$ cat src/rtl/key_schedule_if.sv
// rtl/key_schedule_if.sv - round-key request/delivery bus between cipher datapath and key schedule
interface key_schedule_if;
    logic [79:0] key_i;
    logic        load_i;
    logic        ready_o;
    logic        abort_i;
    logic        next_i;
    logic [63:0] round_key_o;
    logic        round_key_valid_o;
    logic [5:0]  round_idx_o;
    logic        last_o;

    // Datapath side: issues load/next/abort and consumes round keys
    modport master (
        output key_i,
        output load_i,
        output abort_i,
        output next_i,
        input  ready_o,
        input  round_key_o,
        input  round_key_valid_o,
        input  round_idx_o,
        input  last_o
    );

    // Key schedule side
    modport slave (
        input  key_i,
        input  load_i,
        input  abort_i,
        input  next_i,
        output ready_o,
        output round_key_o,
        output round_key_valid_o,
        output round_idx_o,
        output last_o
    );
endinterface

$ cat src/rtl/key_schedule.sv
// rtl/key_schedule.sv - PRESENT-80 key register, round counter and round-key handshake
module key_update (
    input  logic [79:0] data_i,
    input  logic [4:0]  round_counter,
    output logic [79:0] data_o
);
    logic [79:0] w_rot;
    logic [3:0]  w_sbox_out;

    // Rotate left by 61, substitute the top nibble, fold the round counter into bits 19:15
    always_comb begin
        w_rot = {data_i[18:0], data_i[79:19]};
        case (w_rot[79:76])
            4'h0: w_sbox_out = 4'hC;
            4'h1: w_sbox_out = 4'h5;
            4'h2: w_sbox_out = 4'h6;
            4'h3: w_sbox_out = 4'hB;
            4'h4: w_sbox_out = 4'h9;
            4'h5: w_sbox_out = 4'h0;
            4'h6: w_sbox_out = 4'hA;
            4'h7: w_sbox_out = 4'hD;
            4'h8: w_sbox_out = 4'h3;
            4'h9: w_sbox_out = 4'hE;
            4'hA: w_sbox_out = 4'hF;
            4'hB: w_sbox_out = 4'h8;
            4'hC: w_sbox_out = 4'h4;
            4'hD: w_sbox_out = 4'h7;
            4'hE: w_sbox_out = 4'h1;
            default: w_sbox_out = 4'h2;
        endcase
        data_o = {w_sbox_out, w_rot[75:20], w_rot[19:15] ^ round_counter, w_rot[14:0]};
    end
endmodule

module key_schedule #(
    parameter int NUM_ROUNDS = 31
) (
    input  logic          clk,
    input  logic          rst,
    key_schedule_if.slave bus
);
    // Terminal counter value: the whitening key, never fed to an update
    localparam logic [5:0] LP_LAST_IDX = 6'(NUM_ROUNDS + 1);

    typedef enum logic {
        ST_IDLE,
        ST_ACTIVE
    } state_t;

    state_t      r_state;
    state_t      w_state_nxt;
    logic [79:0] r_key_reg;
    logic [79:0] w_key_nxt;
    logic [5:0]  r_cnt;
    logic [5:0]  w_cnt_nxt;
    logic [79:0] w_upd_key;
    logic        w_valid;

    key_update u_key_update (
        .data_i        (r_key_reg),
        .round_counter (r_cnt[4:0]),
        .data_o        (w_upd_key)
    );

    // State, key register and counter; reset and abort both zeroize the key material
    always_ff @(posedge clk or posedge rst) begin
        if (rst) begin
            r_state   <= ST_IDLE;
            r_key_reg <= 80'd0;
            r_cnt     <= 6'd0;
        end else begin
            r_state   <= w_state_nxt;
            r_key_reg <= w_key_nxt;
            r_cnt     <= w_cnt_nxt;
        end
    end

    // Next-state decode: abort wins, loads only in IDLE, next steps or retires the sequence
    always_comb begin
        w_state_nxt = r_state;
        w_key_nxt   = r_key_reg;
        w_cnt_nxt   = r_cnt;
        if (bus.abort_i) begin
            w_state_nxt = ST_IDLE;
            w_key_nxt   = 80'd0;
            w_cnt_nxt   = 6'd0;
        end else begin
            case (r_state)
                ST_IDLE: begin
                    if (bus.load_i) begin
                        w_state_nxt = ST_ACTIVE;
                        w_key_nxt   = bus.key_i;
                        w_cnt_nxt   = 6'd1;
                    end
                end
                default: begin
                    if (bus.next_i) begin
                        if (r_cnt == LP_LAST_IDX) begin
                            w_state_nxt = ST_IDLE;
                            w_key_nxt   = 80'd0;
                            w_cnt_nxt   = 6'd0;
                        end else begin
                            w_key_nxt   = w_upd_key;
                            w_cnt_nxt   = r_cnt + 6'd1;
                        end
                    end
                end
            endcase
        end
    end

    // Outputs decode from registers only, so next_i has no combinational path to them
    always_comb begin
        w_valid               = (r_state == ST_ACTIVE);
        bus.ready_o           = (r_state == ST_IDLE);
        bus.round_key_valid_o = w_valid;
        bus.round_key_o       = w_valid ? r_key_reg[79:16] : 64'd0;
        bus.round_idx_o       = w_valid ? r_cnt : 6'd0;
        bus.last_o            = w_valid && (r_cnt == LP_LAST_IDX);
    end
endmodule
$ cat src/flat_wrapper.sv
// flat-port wrapper written by rule: the top's interface ports become plain ports
module key_schedule_flat 
#(
    parameter int NUM_ROUNDS = 31
)
  (clk, rst, bus_key_i, bus_load_i, bus_abort_i, bus_next_i, bus_ready_o, bus_round_key_o, bus_round_key_valid_o, bus_round_idx_o, bus_last_o);
  key_schedule_if bus_i ();
  input  logic clk;
  input  logic rst;
  input wire logic [$bits(bus_i.key_i)-1:0] bus_key_i;
  input wire logic [$bits(bus_i.load_i)-1:0] bus_load_i;
  input wire logic [$bits(bus_i.abort_i)-1:0] bus_abort_i;
  input wire logic [$bits(bus_i.next_i)-1:0] bus_next_i;
  output wire logic [$bits(bus_i.ready_o)-1:0] bus_ready_o;
  output wire logic [$bits(bus_i.round_key_o)-1:0] bus_round_key_o;
  output wire logic [$bits(bus_i.round_key_valid_o)-1:0] bus_round_key_valid_o;
  output wire logic [$bits(bus_i.round_idx_o)-1:0] bus_round_idx_o;
  output wire logic [$bits(bus_i.last_o)-1:0] bus_last_o;
  assign bus_i.key_i = bus_key_i;
  assign bus_i.load_i = bus_load_i;
  assign bus_i.abort_i = bus_abort_i;
  assign bus_i.next_i = bus_next_i;
  assign bus_ready_o = bus_i.ready_o;
  assign bus_round_key_o = bus_i.round_key_o;
  assign bus_round_key_valid_o = bus_i.round_key_valid_o;
  assign bus_round_idx_o = bus_i.round_idx_o;
  assign bus_last_o = bus_i.last_o;
  key_schedule #(.NUM_ROUNDS(NUM_ROUNDS)) u_core (.clk(clk), .rst(rst), .bus(bus_i));
endmodule
$ cat config.mk
export PLATFORM = sky130hd
export DESIGN_NAME = key_schedule_flat
export DESIGN_NICKNAME = d
export VERILOG_FILES = /design/src/rtl/key_schedule_if.sv /design/src/rtl/key_schedule.sv /design/src/flat_wrapper.sv
export SDC_FILE = /design/constraint.sdc
export NUM_CORES = 1
export LEC_CHECK = 0
export ABC_AREA = 0
export CAP_MARGIN = 20
export CORE_UTILIZATION = 44
export DETAILED_ROUTE_END_ITERATION = 10
export PLACE_DENSITY = 0.87
export SLEW_MARGIN = 5
export SYNTH_ARGS = -nofsm -noshare
export SYNTH_HDL_FRONTEND = slang
export SYNTH_HIERARCHICAL = 1
export SYNTH_SLANG_ARGS = --single-unit
$ cat constraint.sdc
create_clock -name clk -period 2.6 [get_ports clk]
set_input_delay 0.52 -clock clk [delete_from_list [all_inputs] [get_ports clk]]
set_output_delay 0.52 -clock clk [all_outputs]
set_load 0.1 [all_outputs]
== After elaboration in Yosys (flattened, before gate mapping) ==
Memories as Yosys holds them, arrays and structs flattened.
Index checks and enable logic that the tools add are counted.

* Word-level logic and storage cells: 29
* Output and inout bits: 73
* Register bits: 87
* Input bits: 85
* Memories: 1
* ROM bits: 64

{| class="wikitable"
|+ Memory list
! memory !! words !! bits a word !! read ports !! clocked after Yosys merged registers in !! wr ports !! RTL line !! text
|-
| (name not given) || 16 || 4 || 1 || 0 || 0 || key_schedule.sv:13 || <nowiki>case (w_rot[79:76])</nowiki>
|}

* Bitwise operators: 2
* Equality and inequality tests: 2
* Add/subtract/negate cells: 1
* Reduce and logical (&&, ||, !) cells: 3
* Muxes and demuxes: 17

{| class="wikitable"
|+ Operators with widths
! kind !! number
|-
| $mux 80 || 5
|-
| $mux 64 || 1
|-
| $mux 6 || 6
|-
| $add 6x1->6 const B || 1
|-
| $eq 6x6->1 const B || 1
|-
| $mux 1 || 5
|-
| $xor 5x5->5 || 1
|-
| $ne 3x3->1 const B || 1
|-
| $reduce_bool 3->1 || 1
|-
| $reduce_and 2->1 || 1
|-
| $logic_and 1x1->1 || 1
|-
| $not 1->1 || 1
|}

== Logic depth before layout (Yosys ltp) ==
* Word-level depth: 5
* Mapped depth: 8
* Gate-level depth less buffers: 6

== Hierarchy ==
The synthesis kept the hierarchy.

{| class="wikitable"
|+ Modules (own cells, without submodules)
! module !! instances !! seq. area each (um^2) !! cells an instance !! area an instance (um^2)
|-
| key_schedule || 1 || 2177.1 || 479 || 4875.9
|-
| key_update || 1 || 0.0 || 94 || 762.0
|}

== Worst setup path after synthesis ==
OpenSTA, ideal clock, no wires.

* Path kind: reg2out
* From: reg u_core.r_state (netlist: u_core/bus.round_key_valid_o)
* To: out bus_round_idx_o[0]
* Arrival: 3.294 ns
* Required time: 2.080 ns
* Buffers on the path: 2
* Path slack: -1.214 ns
* Cell stages (with the launch flop): 5
* Cell sequence: dfrtp_1 buf_6 clkbuf_1 inv_1 nor2_1

* Word-level cells in the longest chain between the ends: 1

{| class="wikitable"
|+ RTL lines
! element !! RTL line !! text
|-
| start: declaration || key_schedule.sv:50 || <nowiki>state_t r_state;</nowiki>
|-
| start signal: assignment || key_schedule.sv:72 || <nowiki>r_state <= w_state_nxt;</nowiki>
|-
| $mux 6 || key_schedule.sv:118 || <nowiki>bus.round_idx_o = w_valid ? r_cnt : 6'd0;</nowiki>
|-
| end: declaration || flat_wrapper.sv:17 || <nowiki>output wire logic [$bits(bus_i.round_idx_o)-1:0] bus_round_idx_o;</nowiki>
|}

Every way passes these cells.

== Worst setup path after layout ==
* From: reg u_core.r_cnt[0]
* To: out bus_last_o

* Word-level cells in the longest chain between the ends: 2

{| class="wikitable"
|+ RTL lines
! element !! RTL line !! text
|-
| start: declaration || key_schedule.sv:54 || <nowiki>logic [5:0] r_cnt;</nowiki>
|-
| start signal: assignment || key_schedule.sv:74 || <nowiki>r_cnt <= w_cnt_nxt;</nowiki>
|-
| $eq 6x6->1 || key_schedule.sv:119 || <nowiki>bus.last_o = w_valid && (r_cnt == LP_LAST_IDX);</nowiki>
|-
| $logic_and 1x1->1 || key_schedule.sv:119 ||
|-
| end: declaration || flat_wrapper.sv:18 || <nowiki>output wire logic [$bits(bus_i.last_o)-1:0] bus_last_o;</nowiki>
|}

Every way passes these cells.

==> results.ini <==
[status]
status = finished, final reports clean

[synth]
yosysSeqAreaShare = 0.3862
ys_ff_latch = 87
yosysWarnings = 6
synth_area_mm2 = 0.005638
yosys.cell_types.count = 37
yosys-top-cells-area = dfrtp_1 (39%), mux2i_1 (14%), o21ai_2 (11%)
synth_top_area_frac = 0.3862
synth_nets = 665
synth_area_leader_cell = dfrtp_1
synth.avg_cell_area_um2 = 9.839
syn_inst = 573

[sta]
finalSetupViolCount = 0
finalHoldViolCount = 0
period_share = 0.9143
worst_slew_pin_slew_ps = 480.0
layout_min_cycle_time_ps = 2377
relSlewSlack = 0.6800
fin_worst_skew_ps = 8.287
setup_tns_ps = 0
rsz0062_at_grt = false
final-max-slew-violation-count = 0
timing.fmax_mhz = 420.6

[die]
dieArea_mm2 = 0.01327
dieHeight_um = 115.2
io_pins = 158
die_w_um = 115.2
row_count = 40
initial_core_util = 0.4598
coreArea_mm2 = 0.01226

[setup_path]
worstSetupStartpointType = flip-flop
endpoint_kind = output pin
worst-path-max-fanout = 7
arrival_ps = 1860
critical_path_class = reg2out
critPathRequiredTime_ps = 2080

[cells_and_area]
drive_gt1_frac = 0.3096
fin_nets = 733
areaGrowthSynthToFinish_pct = 40.83
insertedDiodeCount = 0
finish.utilization = 0.6476
largest_reg_flops = 80

[grt]
grt_pass1_vias = 4340
grt.overflow.total = 0
grt_first_pass_wirelength_um = 23010
grtUsageTotal = 0.2271
antenna_found_initial = 0
grt_max_degree = 88

[clocking]
cts_tree = built
h-tree-depth = 3
clock-sinks = 87
ctsHoldBuffers = 0
clock_latency_ps = 330
cts_buffers = 9
postCtsSetupBuffers = 0
path_clk_slew_ps = 70
clock_path_buffers = 2
cts_root_buffer = clkbuf_16
ctsResizeCount = 0

[hold_path]
hp-class = reg2reg

[power_and_ir_drop]
ir_drop_v = 0.0004417
powerDensity_mw_per_mm2 = 523.9
power_leakage_nw = 3.369

[route]
ant_nets = 0
dr.first_iter.drc_count = 274
avgRoutedWirePerCell_um = 17.60
drcViolationCount = 0
via_count = 4229
viasPerCell = 5.195
firstDrtPassIters = 4
drt_wl_total_um = 14330

[placed_design]
portBuffers = 157
dpl.hpwl_um = 10730
gp_congestion = 0.8640

[flow_run]
maxCapViolCount = 0

==> logic make-up after synthesis <==
kind of cell	Yosys count	synth area share
adder cells (fa/ha/maj)	7	0.01553
flip-flops	87	0.3862
buffers and inverters	116	0.1409
AND/OR/NAND/NOR	173	0.1538
AO/OA/AOI/OAI	101	0.1425
XOR/XNOR	6	0.009321
multiplexers	83	0.1518
==> final timing paths <==
kind / slack [ps] / end / cells after the start / startpoint
setup / recovery: 220 / bus_last_o / 5 / u_core/r_cnt[0]
max in group asynchronous: 1540 / u_core/r_key_reg[22] / 3 / rst
hold reg to reg: 480 / u_core/r_key_reg[0] / 2 / u_core/r_key_reg[0]
setup reg to reg: 460 / u_core/r_key_reg[4] / 7 / u_core/r_cnt[0]
min in group asynchronous: 660 / u_core/r_key_reg[29] / 3 / rst
hold / removal: 480 / u_core/r_key_reg[0] / 2 / u_core/r_key_reg[0]
==> layer usage <==
| metal | part of all wire | vias up | track usage |
|---|---|---|---|
| li1 | - | 1991 | - |
| met1 | 0.40 | 2057 | 0.2734 |
| met2 | 0.50 | 162 | 0.3972 |
| met3 | 0.079 | 19 | 0.07116 |
| met4 | 0.015 | 0 | 0.05108 |
| met5 | 0 | - | 0 |
==> critical path, cell delays in order (launching register included) <==
cell and delay (ps):
dfrtp_1 470, inv_1 160, ha_1 160, nor4b_4 330, and2_4 240, buf_12 170
==> synth_stat cells (all sizes together) <==
cell type	n
nor4b	1
nand3	4
a211oi	1
nor3	1
mux4	2
o22ai	1
xor2	5
and2	68
inv	8
a21o	1
o21a	2
o211ai	1
nor2b	1
a22o	1
o21ai	84
ha	7
or3	2
nand2	88
mux2i	81
clkbuf	23
nor2	5
o21bai	1
o31ai	1
nand2b	2
a21oi	6
nor3b	1
a211o	1
xnor2	1
o2bb2ai	1
buf	85
dfrtp	87
==> report_power, final <==
part | switching, mW | leakage [nW] | total (mW) | internal, mW
clock | 0.519 | 0.170 | 1.49 | 0.968
combinational | 0.640 | 2.03 | 1.11 | 0.467
sequential | 0.111 | 1.17 | 1.57 | 1.46
==> layout by cell type, fill, tap and decap left out, types with 4 or more instances in the layout <==
master	Yosys	final
nand3_1	4	4
mux2i_1	81	81
and2_1	67	46
o21ai_1	10	10
o21ai_0	4	4
o21ai_2	70	70
buf_12	0	79
ha_1	7	7
xor2_1	5	5
and2_2	0	21
nand2_1	88	88
clkbuf_16	0	9
clkdlybuf4s50_1	0	84
dfrtp_1	87	86
inv_1	8	6
a21oi_1	6	6
==> through the flow <==
step	hold WS [ps]	setup WS [ps]	instances	power (mW)	instance area (um2)
after floorplan	453.1	-76.16	573	2.385	5702
after global placement	459.8	357.1	798	2.669	7594
after detailed placement	471.6	312.3	798	2.703	7594
after CTS	486.9	210.1	814	4.191	7940
after global routing	517.0	88.82	814	4.323	7940
final	484.5	222.7	814	4.160	7940
==> area by class of cell <==
| cell class | count | area [um2] |
|---|---|---|
| sequential | 87 | 2181 |
| timing repair buffer | 165 | 2437 |
| clock buffer | 11 | 242.7 |
| clock inverter | 5 | 103.9 |
| inverter | 8 | 37.54 |
| fill | 913 | 4322 |
| tap | 168 | 210.2 |
| multi-input combinational | 370 | 2728 |
No activity file was read; power rests on OpenSTA's default activity.
==> patch, RTL diff (config.mk and constraints unchanged) <==
Make the reset (`rst`) synchronous in one clocked block.
--- a/src/rtl/key_schedule.sv
+++ b/src/rtl/key_schedule.sv
@@ -63,7 +63,7 @@
     );
 
     // State, key register and counter; reset and abort both zeroize the key material
-    always_ff @(posedge clk or posedge rst) begin
+    always_ff @(posedge clk) begin
         if (rst) begin
             r_state   <= ST_IDLE;
             r_key_reg <= 80'd0;
Behaviour: differs if rst is asserted again (counterexample within 4 cycles, from zero or initial values and one cycle with rst high); with rst held inactive, the same outputs for 4 cycles.
==> patch against the original RTL <==
Sequential cell count stayed put; final area down 4.9%; synthesized area shrank 3.8%; critical endpoint unchanged; cell count is 3.1% lower; largest cell class unchanged; critical path type unchanged; sequential share of layout area fell by 4.4 points; clock power is 3% lower; total power decreased by 13%; clock skew rose by 0.70 ps; count of clock-buffer cells in the layout down 1; routed wire length is 8.4% higher; highest routed layer unchanged; critical path depth grew 1; hold slack better by 44 ps; setup slack got worse by 130 ps.
==> patch: results (changes against the original RTL) <==
----------------------------------------------------
[Power and ir drop]
  Combinational-cell power consumption ... 728 uW (was 1110 uW)
  Part of the power in the clock network ... 39.5% (was 35.7%)
  Static Leakage ... 0.00282 uW (was 0.00337 uW)
  Switching power ... 1040 uW (was 1270 uW)
  Max VDD drop ... 0.000306 V (was 0.000442 V)
  Internal Pwr Total ... 2600 uW (was 2890 uW)

[Synthesis]
  Async S/R FF share, synth ... 0% (was 100%)
  XOR/XNOR share of the synthesized area ... 0.969% (was 0.932%)
  Syn_nets ... 675 (was 665)
  Synth Flop Type ... dfxtp_1 (was dfrtp_1)
  Area contributors post-synth ... dfxtp_1, a221oi_2, buf_4 (was dfrtp_1, mux2i_1, o21ai_2)
  Count of cell types in the netlist ... 39 (was 37)
  Area fraction in compound gates after synthesis ... 32.0% (was 14.2%)
  Most common library cells after synthesis ... nor2_1, dfxtp_1, o21ai_0 (was nand2_1, dfrtp_1, mux2i_1)
  Register area share after synthesis ... 32.1% (was 38.6%)
  Mux share of post-synthesis cell area ... 1.22% (was 15.2%)
  Adder-cell share of the synthesized area ... 1.61% (was 1.55%)
  Average instance area after synthesis ... 9.31 um2 (was 9.84 um2)

[Place]
  Sum of net half-perimeters after detailed placement ... 10,900 um (was 10,700 um)
  Placed standard-cell area ... 7220 um2 (was 7590 um2)
  Routability cong. ... 0.904 (was 0.864)

[Drt]
  Detail Route met2 WL ... 7120 um (was 7200 um)
  Met1 routed wirelength after detailed routing ... 6850 um (was 5780 um)
  Routed len/inst ... 19.7 um (was 17.6 um)
  Initial DRC count ... 394 (was 274)
  Total detailed-routing wirelength ... 15,500 um (was 14,300 um)
  First-pass iteration count of the detailed router ... 5 (was 4)
  Wire length on met3 ... 1100 um (was 1130 um)
  Vias/cell ... 5.80 (was 5.20)

[GRT]
  First-pass GRT wire length ... 24,300 um (was 23,000 um)
  Maximum number of pins on one net before global-route repair ... 82 (was 88)
  M3 GR Usage ... 3.59% (was 7.12%)
  Vias in the first global route ... 4,457 (was 4,340)
  All-Layer GR Usage ... 24.5% (was 22.7%)
  M2 GR Usage ... 37.9% (was 39.7%)
  Met1 capacity usage during global routing ... 33.7% (was 27.3%)

[Final layout]
  P&R area growth vs syn ... 39.2% (was 40.8%)
  Fraction of layout instances using a drive strength above 1 ... 31.9% (was 31.0%)
  Fin nets ... 729 (was 733)
  Fill cells ... 920 (was 913)

[Worst setup path]
  Slowest cell on the critical path ... nor4b_4 (was dfrtp_1)
  Data arrival time of the critical path ... 1990 ps (was 1860 ps)
  Reg-to-Reg Start ... u_core/r_cnt[0]$_SDFFE_PP0P_ (was u_core/r_cnt[0]$_DFFE_PP0P_)
  Worst path max stage delay ... 420 ps (was 470 ps)
  Reg-to-reg critical path endpoint ... u_core/r_key_reg[58]$_SDFFE_PP0P_ (was u_core/r_key_reg[4]$_DFFE_PP0P_)

[Timing]
  Max_slew headroom ... 51.3% (was 68.0%)

[Run status]
  Run status ... completed (unchanged)

----------------------------------------------------
## patch: changes by cell type after synthesis, sizes merged, moves of 2 or more
| cell | before | now |
|---|---|---|
| nand2 | 88 | 3 |
| dfrtp | 87 | 0 |
| buf | 85 | 102 |
| nand2b | 2 | 0 |
| mux2i | 81 | 1 |
| inv | 8 | 6 |
| a221oi | 0 | 80 |
| dfxtp | 0 | 87 |
| nor2 | 5 | 88 |
| a22oi | 0 | 2 |
## patch: final cells by class
class / instances / share of cell area, %
multi-input combinational: 366 / 37.8
timing repair buffer: 167 / 32.0
sequential: 87 / 23.1
clock buffer: 10 / 3.17
tap: 147 / 2.44
clock inverter: 6 / 1.23
inverter: 6 / 0.331
## patch: per-stage QoR
step                setup WS (ps)  hold slack, ps
floorplan                    79.0             479
global placement              478             503
detailed placement            405             513
CTS                           102             529
global route                 3.39             544
finish                       92.8             528
## patch: worst min-delay path by stage
stage / cells past startpoint / startpoint / to / slack, ps
6_report: 2 / u_core/r_key_reg[10]$_SDFFE_PP0P_ / u_core/r_key_reg[71]$_SDFFE_PP0P_ / 530
2_1_floorplan: 2 / u_core/r_key_reg[0]$_SDFFE_PP0P_ / u_core/r_key_reg[0]$_SDFFE_PP0P_ / 480
3_5_place_dp: 2 / u_core/r_key_reg[8]$_SDFFE_PP0P_ / u_core/r_key_reg[69]$_SDFFE_PP0P_ / 510
5_1_grt: 2 / u_core/r_key_reg[1]$_SDFFE_PP0P_ / u_core/r_key_reg[62]$_SDFFE_PP0P_ / 540
4_1_cts: 2 / u_core/r_key_reg[8]$_SDFFE_PP0P_ / u_core/r_key_reg[69]$_SDFFE_PP0P_ / 530
3_3_place_gp: 2 / u_core/r_key_reg[10]$_SDFFE_PP0P_ / u_core/r_key_reg[71]$_SDFFE_PP0P_ / 500
